[src/rtl/ksa_sub_pipe_if.sv]
// Handshake and data bundle for ksa_sub_pipe.
// master: the side that supplies operands and accepts results.
// slave : the subtractor pipeline itself.
interface ksa_sub_pipe_if #(
    parameter int unsigned SIZE_DATA = 32
);
    logic                 i_valid;
    logic                 o_ready;
    logic [SIZE_DATA-1:0] i_data_a;
    logic [SIZE_DATA-1:0] i_data_b;
    logic                 i_borrow;
    logic                 o_valid;
    logic                 i_ready;
    logic [SIZE_DATA-1:0] o_data_diff;
    logic                 o_borrow;
    logic                 o_zero;
    logic                 o_ovf;

    modport master (
        output i_valid, i_data_a, i_data_b, i_borrow, i_ready,
        input  o_ready, o_valid, o_data_diff, o_borrow, o_zero, o_ovf
    );

    modport slave (
        input  i_valid, i_data_a, i_data_b, i_borrow, i_ready,
        output o_ready, o_valid, o_data_diff, o_borrow, o_zero, o_ovf
    );
endinterface

[src/rtl/ksa_sub_pipe.sv]
// Pipelined subtractor: diff = A - B - i_borrow (mod 2^SIZE_DATA).
// Each stage runs a CHUNK-bit Kogge-Stone prefix over its slice of A + ~B,
// with the slice carry registered between stages. Flow control is a plain
// valid chain: a stage loads when it is empty or its successor loads.
// Optional feature macro: KSA_SUB_FLAGS_EN (builds o_zero / o_ovf).
// SIZE_DATA must be a multiple of NUM_STAGE.
module ksa_sub_pipe #(
    parameter int unsigned SIZE_DATA = 32,
    parameter int unsigned NUM_STAGE = 2
) (
    input logic           i_clk,
    input logic           i_rst,
    ksa_sub_pipe_if.slave bus
);
    localparam int unsigned CHUNK = SIZE_DATA / NUM_STAGE;
    localparam int unsigned MSB   = SIZE_DATA - 1;

    // Per-stage registers
    logic [NUM_STAGE-1:0] valid_q;
    logic [NUM_STAGE-1:0] bor_q;
    logic [SIZE_DATA-1:0] diff_q [NUM_STAGE];
    logic [SIZE_DATA-1:0] a_q    [NUM_STAGE];
    logic [SIZE_DATA-1:0] nb_q   [NUM_STAGE];

    // Per-stage next values
    logic [NUM_STAGE-1:0] valid_d;
    logic [NUM_STAGE-1:0] bor_d;
    logic [SIZE_DATA-1:0] diff_d [NUM_STAGE];
    logic [SIZE_DATA-1:0] a_d    [NUM_STAGE];
    logic [SIZE_DATA-1:0] nb_d   [NUM_STAGE];

    logic [NUM_STAGE-1:0] load;
    logic                 load_acc;

    // Datapath scratch
    logic [SIZE_DATA-1:0] src_a;
    logic [SIZE_DATA-1:0] src_nb;
    logic [SIZE_DATA-1:0] src_diff;
    logic                 src_cin;
    logic                 src_valid;
    logic [CHUNK:0]       slice_sum;
    int unsigned          prev;

    logic                 unused_bits;

    // CHUNK-bit Kogge-Stone add with carry-in; returns {carry_out, sum}
    function automatic logic [CHUNK:0] ks_add(
        input logic [CHUNK-1:0] a_in,
        input logic [CHUNK-1:0] nb_in,
        input logic             cin
    );
        logic [CHUNK-1:0] p0;
        logic [CHUNK-1:0] g;
        logic [CHUNK-1:0] p;
        logic [CHUNK-1:0] g_n;
        logic [CHUNK-1:0] p_n;
        logic [CHUNK:0]   c;
        p0 = a_in ^ nb_in;
        g  = a_in & nb_in;
        p  = p0;
        for (int unsigned d = 1; d < CHUNK; d = d * 2) begin
            g_n = g;
            p_n = p;
            for (int unsigned i = d; i < CHUNK; i++) begin
                g_n[i] = g[i] | (p[i] & g[i-d]);
                p_n[i] = p[i] & p[i-d];
            end
            g = g_n;
            p = p_n;
        end
        c[0] = cin;
        for (int unsigned i = 0; i < CHUNK; i++) begin
            c[i+1] = g[i] | (p[i] & cin);
        end
        return {c[CHUNK], p0 ^ c[CHUNK-1:0]};
    endfunction

    // Load enables: stage s loads if any stage from s to the last is empty, or downstream takes
    always_comb begin
        load     = '0;
        load_acc = 1'b0;
        for (int unsigned s = 0; s < NUM_STAGE; s++) begin
            load_acc = bus.i_ready;
            for (int unsigned k = s; k < NUM_STAGE; k++) begin
                load_acc = load_acc | ~valid_q[k];
            end
            load[s] = load_acc;
        end
    end

    // Slice arithmetic for every stage, fed from the bus or the previous stage register.
    // The inter-stage carry is kept in borrow sense (inverted) so every register clears to 0.
    always_comb begin
        valid_d   = '0;
        bor_d     = '0;
        diff_d    = '{default: '0};
        a_d       = '{default: '0};
        nb_d      = '{default: '0};
        src_a     = '0;
        src_nb    = '0;
        src_diff  = '0;
        src_cin   = 1'b0;
        src_valid = 1'b0;
        slice_sum = '0;
        prev      = 0;
        for (int unsigned s = 0; s < NUM_STAGE; s++) begin
            prev = (s == 0) ? 0 : s - 1;
            if (s == 0) begin
                src_a     = bus.i_data_a;
                src_nb    = ~bus.i_data_b;
                src_diff  = '0;
                src_cin   = ~bus.i_borrow;
                src_valid = bus.i_valid;
            end else begin
                src_a     = a_q[prev];
                src_nb    = nb_q[prev];
                src_diff  = diff_q[prev];
                src_cin   = ~bor_q[prev];
                src_valid = valid_q[prev];
            end
            slice_sum = ks_add(src_a[s*CHUNK +: CHUNK], src_nb[s*CHUNK +: CHUNK], src_cin);
            valid_d[s]                   = src_valid;
            a_d[s]                       = src_a;
            nb_d[s]                      = src_nb;
            diff_d[s]                    = src_diff;
            diff_d[s][s*CHUNK +: CHUNK]  = slice_sum[CHUNK-1:0];
            bor_d[s]                     = ~slice_sum[CHUNK];
        end
    end

    // Stage registers: valid follows the load enable, payload only captures valid data
    always_ff @(posedge i_clk) begin
        if (i_rst) begin
            valid_q <= '0;
            bor_q   <= '0;
            for (int unsigned s = 0; s < NUM_STAGE; s++) begin
                diff_q[s] <= '0;
                a_q[s]    <= '0;
                nb_q[s]   <= '0;
            end
        end else begin
            for (int unsigned s = 0; s < NUM_STAGE; s++) begin
                if (load[s]) begin
                    valid_q[s] <= valid_d[s];
                    if (valid_d[s]) begin
                        diff_q[s] <= diff_d[s];
                        a_q[s]    <= a_d[s];
                        nb_q[s]   <= nb_d[s];
                        bor_q[s]  <= bor_d[s];
                    end
                end
            end
        end
    end

`ifdef KSA_SUB_FLAGS_EN
    logic zero_q;
    logic ovf_q;
    logic zero_d;
    logic ovf_d;

    // Result flags computed on the final stage's full difference
    always_comb begin
        zero_d = (diff_d[NUM_STAGE-1] == '0);
        ovf_d  = (a_d[NUM_STAGE-1][MSB] != ~nb_d[NUM_STAGE-1][MSB]) &&
                 (diff_d[NUM_STAGE-1][MSB] != a_d[NUM_STAGE-1][MSB]);
    end

    // Flags registered alongside the last stage so they share its latency and stall behaviour
    always_ff @(posedge i_clk) begin
        if (i_rst) begin
            zero_q <= 1'b0;
            ovf_q  <= 1'b0;
        end else if (load[NUM_STAGE-1] && valid_d[NUM_STAGE-1]) begin
            zero_q <= zero_d;
            ovf_q  <= ovf_d;
        end
    end

    assign bus.o_zero = zero_q;
    assign bus.o_ovf  = ovf_q;
`else
    assign bus.o_zero = 1'b0;
    assign bus.o_ovf  = 1'b0;
`endif

    // Operand bits already consumed by earlier slices are carried but never read again
    always_comb begin
        unused_bits = 1'b0;
        for (int unsigned s = 0; s < NUM_STAGE; s++) begin
            unused_bits = unused_bits ^ (^a_q[s]) ^ (^nb_q[s]);
        end
    end

    assign bus.o_ready     = load[0];
    assign bus.o_valid     = valid_q[NUM_STAGE-1];
    assign bus.o_data_diff = diff_q[NUM_STAGE-1];
    assign bus.o_borrow    = bor_q[NUM_STAGE-1];

endmodule

[src/flat_wrapper.sv]
// flat-port wrapper written by rule: the top's interface ports become plain ports
module ksa_sub_pipe_flat 
#(
    parameter int unsigned SIZE_DATA = 32,
    parameter int unsigned NUM_STAGE = 2
)
  (i_clk, i_rst, bus_i_valid, bus_i_data_a, bus_i_data_b, bus_i_borrow, bus_i_ready, bus_o_ready, bus_o_valid, bus_o_data_diff, bus_o_borrow, bus_o_zero, bus_o_ovf);
  ksa_sub_pipe_if #(.SIZE_DATA(SIZE_DATA)) bus_i ();
  input logic i_clk;
  input logic i_rst;
  input wire logic [$bits(bus_i.i_valid)-1:0] bus_i_valid;
  input wire logic [$bits(bus_i.i_data_a)-1:0] bus_i_data_a;
  input wire logic [$bits(bus_i.i_data_b)-1:0] bus_i_data_b;
  input wire logic [$bits(bus_i.i_borrow)-1:0] bus_i_borrow;
  input wire logic [$bits(bus_i.i_ready)-1:0] bus_i_ready;
  output wire logic [$bits(bus_i.o_ready)-1:0] bus_o_ready;
  output wire logic [$bits(bus_i.o_valid)-1:0] bus_o_valid;
  output wire logic [$bits(bus_i.o_data_diff)-1:0] bus_o_data_diff;
  output wire logic [$bits(bus_i.o_borrow)-1:0] bus_o_borrow;
  output wire logic [$bits(bus_i.o_zero)-1:0] bus_o_zero;
  output wire logic [$bits(bus_i.o_ovf)-1:0] bus_o_ovf;
  assign bus_i.i_valid = bus_i_valid;
  assign bus_i.i_data_a = bus_i_data_a;
  assign bus_i.i_data_b = bus_i_data_b;
  assign bus_i.i_borrow = bus_i_borrow;
  assign bus_i.i_ready = bus_i_ready;
  assign bus_o_ready = bus_i.o_ready;
  assign bus_o_valid = bus_i.o_valid;
  assign bus_o_data_diff = bus_i.o_data_diff;
  assign bus_o_borrow = bus_i.o_borrow;
  assign bus_o_zero = bus_i.o_zero;
  assign bus_o_ovf = bus_i.o_ovf;
  ksa_sub_pipe #(.SIZE_DATA(SIZE_DATA), .NUM_STAGE(NUM_STAGE)) u_core (.i_clk(i_clk), .i_rst(i_rst), .bus(bus_i));
endmodule
[config.mk]
export PLATFORM = sky130hd
export DESIGN_NAME = ksa_sub_pipe_flat
export DESIGN_NICKNAME = d
export VERILOG_FILES = /design/src/rtl/ksa_sub_pipe_if.sv /design/src/rtl/ksa_sub_pipe.sv /design/src/flat_wrapper.sv
export SDC_FILE = /design/constraint.sdc
export NUM_CORES = 1
export LEC_CHECK = 0
export ABC_AREA = 1
export CAP_MARGIN = 20
export CORE_MARGIN = 2
export CORE_UTILIZATION = 50
export DETAILED_ROUTE_END_ITERATION = 7
export HOLD_SLACK_MARGIN = 0.03
export PLACE_DENSITY = 0.83
export SETUP_SLACK_MARGIN = 0.5
export SYNTH_ARGS = -nofsm -noshare
export SYNTH_HDL_FRONTEND = slang
export SYNTH_SLANG_ARGS = --single-unit
[constraint.sdc]
create_clock -name i_clk -period 2.8 [get_ports i_clk]
set_clock_uncertainty 0.2 [all_clocks]
set_input_delay 0.28 -clock i_clk [delete_from_list [all_inputs] [get_ports i_clk]]
set_output_delay 0.28 -clock i_clk [all_outputs]
set_load 0.01 [all_outputs]
==> metrics.md, run 1 <==
| Metric | Value |
|---|---|
| # DRC | `0` |
| Vias in the first global route | `4217` |
| Dpl cell area | `6440 µm²` |
| Detailed-route via count | `between 4k and 5k` |
| CTS tree | `yes` |
| Post-CTS Hold Fix Bufs | `0` |
| Total CTS buffers | `9` |
| Router iterations before antenna repair | `4` |
| F_max | `between 0.4 and 0.5 GHz` |
| Data required, critical path | `2.72 ns` |
| Yosys Warn Count | `0` |
| Final period util | `between 70% and 80%` |
| Reg clk slew, reported paths | `~0.090 ns` |
| RSZ-0062 raised after global routing | `no` |
| GR Util All Layers | `around a fifth` |
| Largest net degree at the start of global routing | `32` |
| Main synth FF type | `edfxtp_1` |
| Commonest non-fill, non-tap cell in the layout | `nand2_1` |
| Post-synth ARST share | `0%` |
| Via density | `4.88` |
| Synth Register Bits | `84` |
| IO Pins | `about 110` |
| Synth Area in Compound Gates | `6.45%` |
| Final total power | `0.00327 W` |
| Kind of end point of the critical path | `flop` |
| Seq/Total Area, Yosys | `47.2%` |
| P&R area growth vs syn | `26.6%` |
| Unique masters post-synth | `30` |
| Die Wd | `~110 µm` |
| Slew Viols, Final | `0` |
| Largest family of logic cells by synthesized area | `simple AND/OR/NAND/NOR gates` |
| Leakage power | `roughly 3.2 nW` |
| Post-CTS Setup Bufs | `0` |
| Post-route ant nets | `0` |
| Type of the most critical hold path | `flop to flop` |
| First-pass GRT wire length | `about 18000 µm` |
| # rows | `37` |
| Final Hold Viols | `0` |
| Cells after Synth | `between 600 and 700` |
| Final setup fails | `0` |
| Post-synthesis mux area share | `0%` |
| EDFF count, synth | `80` |
| H-tree depth | `3` |
| Antenna Cells | `0` |
| Clk sinks | `84` |
| Setup TNS Final | `0 ns` |
| Max-cap viol count | `0` |
| Nets | `~870` |
| Die Y | `about 110 µm` |
| CTS Buffer Depth | `2` |
| Final Wtd Congestion | `a little over 0.9` |
| Avg Inst Size Synth | `roughly 8.1 µm²` |
| Max rail drop VDD | `between 0.2 and 0.25 mV` |
| Initial core utilization | `between 50% and 60%` |
| Commonest non-fill, non-tap cells in the layout | `nand2_1, inv_1, clkdlybuf4s50_1, nor2_1, edfxtp_1` |
| Per-cell routed wire length | `~12 µm` |
| Setup CP Type | `flop to flop` |
| P per Cell Area | `492 nW/µm²` |
| Die ar. | `approximately 11000 µm²` |
| Post-route cell area | `approximately 6700 µm²` |
| Clock Tree Root | `clkbuf_8` |
| Synth Area in Adders | `between 8 and 9%` |
| Port Buf Inserts | `103` |
| Post-DP HPWL | `approximately 8900 µm` |
| Min Tclk post-route | `around 2.1 ns` |
| Violation count after the first detailed-route iteration | `163` |
| Core area | `10300 µm²` |
| Grt ovf | `0` |
| Cell Area, Synth | `5250 µm²` |
| Crit Path Max Fanout | `6` |
| # resized after CTS | `0` |
| Post-synthesis xor/xnor area fraction | `less than 1%` |
| Post-Synth Simple-Gate Area | `a little over a quarter` |
| Outcome | `completed` |
| Drt total wl | `roughly 11000 µm` |
| Worst skew pair latency | `~0.36 ns` |
| Startpoint type of the worst setup path | `flop` |
| Initial antenna violation count | `0` |
| Critical Path AT | `about 2.0 ns` |
| Layout cells sized above 1 | `approximately 7.0%` |
## cell type report
| cell class | count | area (µm²) |
|---|---|---|
| fill | 925 | 3630 |
| sequential | 84 | 2480 |
| multi-input combinational | 427 | 2200 |
| timing repair buffer | 111 | 1100 |
| inverter | 129 | 487 |
| tap | 136 | 170 |
| clock buffer | 9 | 124 |
| clock inverter | 7 | 82.6 |
## per-stage QoR
step	std cells	setup WS [ns]	hold WS (ns)	util, %
floorplan	649	0.876	0.149	-
global placement	887	0.407	0.281	62.7
detailed placement	887	0.379	0.294	62.7
CTS	903	0.737	0.304	64.7
global route	903	0.540	0.311	64.7
finish	903	0.689	0.303	64.7
## worst max-delay path: stages (launching register included)
cell	delay, ns
edfxtp_1	0.40
ha_1	0.41
nand2_1	0.13
nor2_1	0.18
nand3_1	0.12
nand3_2	0.13
nand2_1	0.09
a21oi_1	0.13
nor2_1	0.08
## final timing paths
path | from | to | slack (ns) | depth (start not counted)
worst max register to register | u_core.a_q[0][18] | u_core.diff_q[0][63] | 0.69 | 8
worst max-delay path | u_core.a_q[0][18] | u_core.diff_q[0][63] | 0.69 | 8
worst min register to register | u_core.bor_q[0] | u_core.bor_q[0] | 0.30 | 2
worst min-delay path | u_core.bor_q[0] | u_core.bor_q[0] | 0.30 | 2
## power by group
group	internal [W]	switching, W	leakage [nW]	total (W)
clock	0.000425	0.000458	0.0984	0.000884
combinational	0.000364	0.000468	2.19	0.000831
sequential	0.00152	0.0000409	0.892	0.00156
## logic make-up after synthesis
group	count (synthesis)
and+or+nand+nor	324
buffers and inverters	138
DFF	84
AOI/OAI and AO/OA	62
adders and majority gates	34
xor gates and xnor gates	5
other	1
## synth_stat cells (4+ instances only)
library cell  instances  area share, %
buf_6                 6            1.3
nor2_2               11            1.3
nor3_1               10           0.95
o21ai_0              10           0.95
nand3_1              39            3.7
nand2_1             153             11
nor2_1               95            6.8
nand3_2               6            1.1
a21oi_1              44            4.2
inv_1               125            8.9
dfxtp_1               4            1.5
ha_1                 32            7.6
nand2_2               5           0.60
edfxtp_1             80             46
## metal layers
layer,up-vias,share of wire [%],track usage (%)
li1,2287,-,-
met1,1981,40,22.2
met2,119,53,38.7
met3,16,5.5,5.03
met4,0,1.4,6.40
met5,-,0,0
## state kept, by name, indices dropped and copies added, names as in the netlist
signal and flops:
u_core.valid_q 2, u_core.nb_q 16, u_core.diff_q 48, u_core.a_q 16
u_core.bor_q 2
Note: power is estimated with default switching activity, not from simulation.
==> inputs of run 2 (changes only) <==
--- a/config.mk
+++ b/config.mk
@@ -8,10 +8,10 @@
 export ABC_AREA = 1
 export CAP_MARGIN = 20
 export CORE_MARGIN = 2
-export CORE_UTILIZATION = 50
+export CORE_UTILIZATION = 47
 export DETAILED_ROUTE_END_ITERATION = 7
 export HOLD_SLACK_MARGIN = 0.03
-export PLACE_DENSITY = 0.83
+export PLACE_DENSITY = 0.82
 export SETUP_SLACK_MARGIN = 0.5
 export SYNTH_ARGS = -nofsm -noshare
 export SYNTH_HDL_FRONTEND = slang
==> constraint.sdc (replaced) <==
create_clock -name i_clk -period 1.9 [get_ports i_clk]
set_clock_uncertainty 0.2 [all_clocks]
set_input_delay 0.19 -clock i_clk [delete_from_list [all_inputs] [get_ports i_clk]]
set_output_delay 0.19 -clock i_clk [all_outputs]
set_load 0.01 [all_outputs]
==> metrics.md, run 2 (synthesis gave the netlist of run 1 again) <==
| Metric | Value |
|---|---|
| Die ar. | `12000 µm²` |
| Via density | `6.04` |
| R2R Setup Slk | `-0.23 ns` |
| Max reg flops | `48` |
| Startpoint type of the worst setup path | `flop` |
| CTS Buffer Depth | `2` |
| First-pass GRT wire length | `28200 µm` |
| Post-route ant nets | `0` |
| Initial core utilization | `between 40% and 50%` |
| P per Cell Area | `around 660 nW/µm²` |
| Min Tclk post-route | `roughly 2.1 ns` |
| # DRC | `0` |
| Worst r2r src | `u_core.a_q[0][27]` |
| CTS tree | `yes` |
| Nets | `around 1000` |
| Crit Path Max Fanout | `4` |
| Worst Hold Launch | `bus_i_ready` |
| FF-to-FF End | `u_core.diff_q[0][62]` |
| Seq. cell area | `around 2500 µm²` |
| Post-CTS Hold Fix Bufs | `0` |
| Grt ovf | `0` |
| Drt total wl | `around 25000 µm` |
| Placed Cells | `slightly above 900` |
| Leakage power | `4.22 nW` |
| Failing checks | `setup timing` |
| Post-DP HPWL | `a little under 10000 µm` |
| H-tree depth | `3` |
| Type of the most critical hold path | `input port to flop` |
| Final Wtd Congestion | `roughly 0.95` |
| Kind of end point of the critical path | `flop` |
| Fillcell total | `~410` |
| Final Hold Viols | `0` |
| Total CTS buffers | `9` |
| Critical Path AT | `roughly 2.1 ns` |
| RSZ-0062 raised after global routing | `yes` |
| Setup TNS Final | `-1.68 ns` |
| Max rail drop VDD | `0.531 mV` |
| Initial antenna violation count | `0` |
| GR Util All Layers | `between 30% and 40%` |
| Worst skew pair latency | `approximately 0.4 ns` |
| Per-cell routed wire length | `24.3 µm` |
| Max-cap viol count | `0` |
| Layout cells sized above 1 | `~60%` |
| Antenna Cells | `0` |
| Clock Tree Root | `clkbuf_8` |
| F_max | `between 0.4 and 0.5 GHz` |
| Worst setup margin | `-0.225 ns` |
| P&R area growth vs syn | `83.8%` |
| Core area | `10900 µm²` |
| Hold path depth | `4` |
| Biggest regs | `u_core.diff_q: 48 flops, u_core.a_q: 16 flops, u_core.nb_q: 16 flops` |
| Vias in the first global route | `between 5k and 6k` |
| Final Non-Filler Cells | `between 1k and 1.5k` |
| Port Buf Inserts | `roughly 100` |
| Final setup fails | `13` |
| Die Y | `110 µm` |
| Final period util | `112%` |
| Commonest non-fill, non-tap cells in the layout | `inv_1, edfxtp_1, nor2_4, nand2_2, buf_4` |
| Violation count after the first detailed-route iteration | `a little over 600` |
| Reg clk slew, reported paths | `approximately 0.09 ns` |
| Largest net degree at the start of global routing | `15` |
| Final total power | `about 0.0064 W` |
| # rows | `38` |
| Die Wd | `110 µm` |
| Worst Reg-to-Reg Cells | `9` |
| Detailed-route via count | `between 6k and 7k` |
| Outcome | `finished with violations` |
| IO Pins | `between 100 and 150` |
| Hold EP | `u_core.valid_q[1]` |
| Commonest non-fill, non-tap cell in the layout | `inv_1` |
| Data required, critical path | `roughly 1.9 ns` |
| Most flops, register | `u_core.diff_q` |
| Slew Viols, Final | `0` |
| Clk sinks | `between 80 and 90` |
| Router iterations before antenna repair | `7` |
| Multi-input logic area | `4130 µm²` |
| Setup CP Type | `flop to flop` |
[run 2: cell count changes in the layout (fill, tap and decap cells not counted), sizes merged]
cell,delta
clkinvlp,-1
dlygate4sd2,+8
buf,+129
clkbuf,+25
clkinv,+3
nand2,+3
clkdlybuf4s15,+9
clkdlybuf4s50,-67
inv,-3
[run 2: how the worst max path moves through the flow]
| stage | start | to | slack, ns | cells after the start |
|---|---|---|---|---|
| finish | u_core.a_q[0][27] | u_core.diff_q[0][62] | -0.23 | 9 |
| global placement | bus_i_data_b[1] | u_core.diff_q[0][14] | -0.31 | 12 |
| floorplan | u_core.a_q[0][21] | u_core.diff_q[0][60] | 0.14 | 9 |
| global route | u_core.a_q[0][23] | u_core.diff_q[0][63] | -0.37 | 7 |
| detailed placement | bus_i_data_b[1] | u_core.diff_q[0][14] | -0.36 | 12 |
| CTS | u_core.nb_q[0][18] | u_core.diff_q[0][62] | -0.006 | 8 |
[run 2: stage by stage]
| stage | area [µm²] | util [%] | setup WS, ns | hold WS, ns |
|---|---|---|---|---|
| after floorplan | 5810 | - | 0.142 | 0.0494 |
| after global routing | 9650 | 88.7 | -0.368 | 0.105 |
| final | 9650 | 88.7 | -0.225 | 0.103 |
| after CTS | 8830 | 81.1 | -0.00616 | 0.0443 |
| after detailed placement | 7310 | 67.2 | -0.358 | 0.291 |
| after global placement | 7310 | 67.2 | -0.310 | 0.273 |
[run 2: timing repair]
item,CTS,global route
setup endpoints to repair,195,179
gates cloned,14,0
hold endpoints to repair,0,0
setup buffers,36,21
resized for setup,386,240
pin swaps,101,89
[run 2: routing by layer]
| metal | part of all wire [%] | global-route usage (%) | wire (µm) | vias to the layer above |
|---|---|---|---|---|
| met1 | 32 | 32.6 | 7980 | 2894 |
| met2 | 49 | 57.8 | 12000 | 512 |
| met5 | 0 | 0 | 0 | - |
| met4 | 8.7 | 18.0 | 2140 | 0 |
| li1 | - | - | - | 2514 |
| met3 | 9.9 | 5.22 | 2420 | 195 |
[run 2: area by class of cell]
class / count / share of cell area [%]
inverters: 129 / 5.64
clock buffers: 10 / 1.32
repair buffers: 214 / 22.0
clock inverters: 6 / 0.661
well taps: 140 / 1.81
multi-input cells: 430 / 42.8
flip-flops and latches: 84 / 25.8
[run 2: report_power, final]
group,switching [W],leakage (nW),internal [W],total (W)
Clock,0.000754,0.0943,0.000609,0.00136
Sequential,0.000109,0.893,0.00224,0.00235
Combinational,0.00152,3.24,0.00117,0.00269
[run 2: worst max-delay path, cell delays in order, from the launching register on]
cell and delay (ns):
edfxtp_1 0.46, ha_4 0.34, nand2_2 0.09, inv_2 0.15, nand3_4 0.13, nor2_2 0.11, nor2_2 0.07, buf_6 0.13
a21oi_4 0.16, nor2_2 0.05
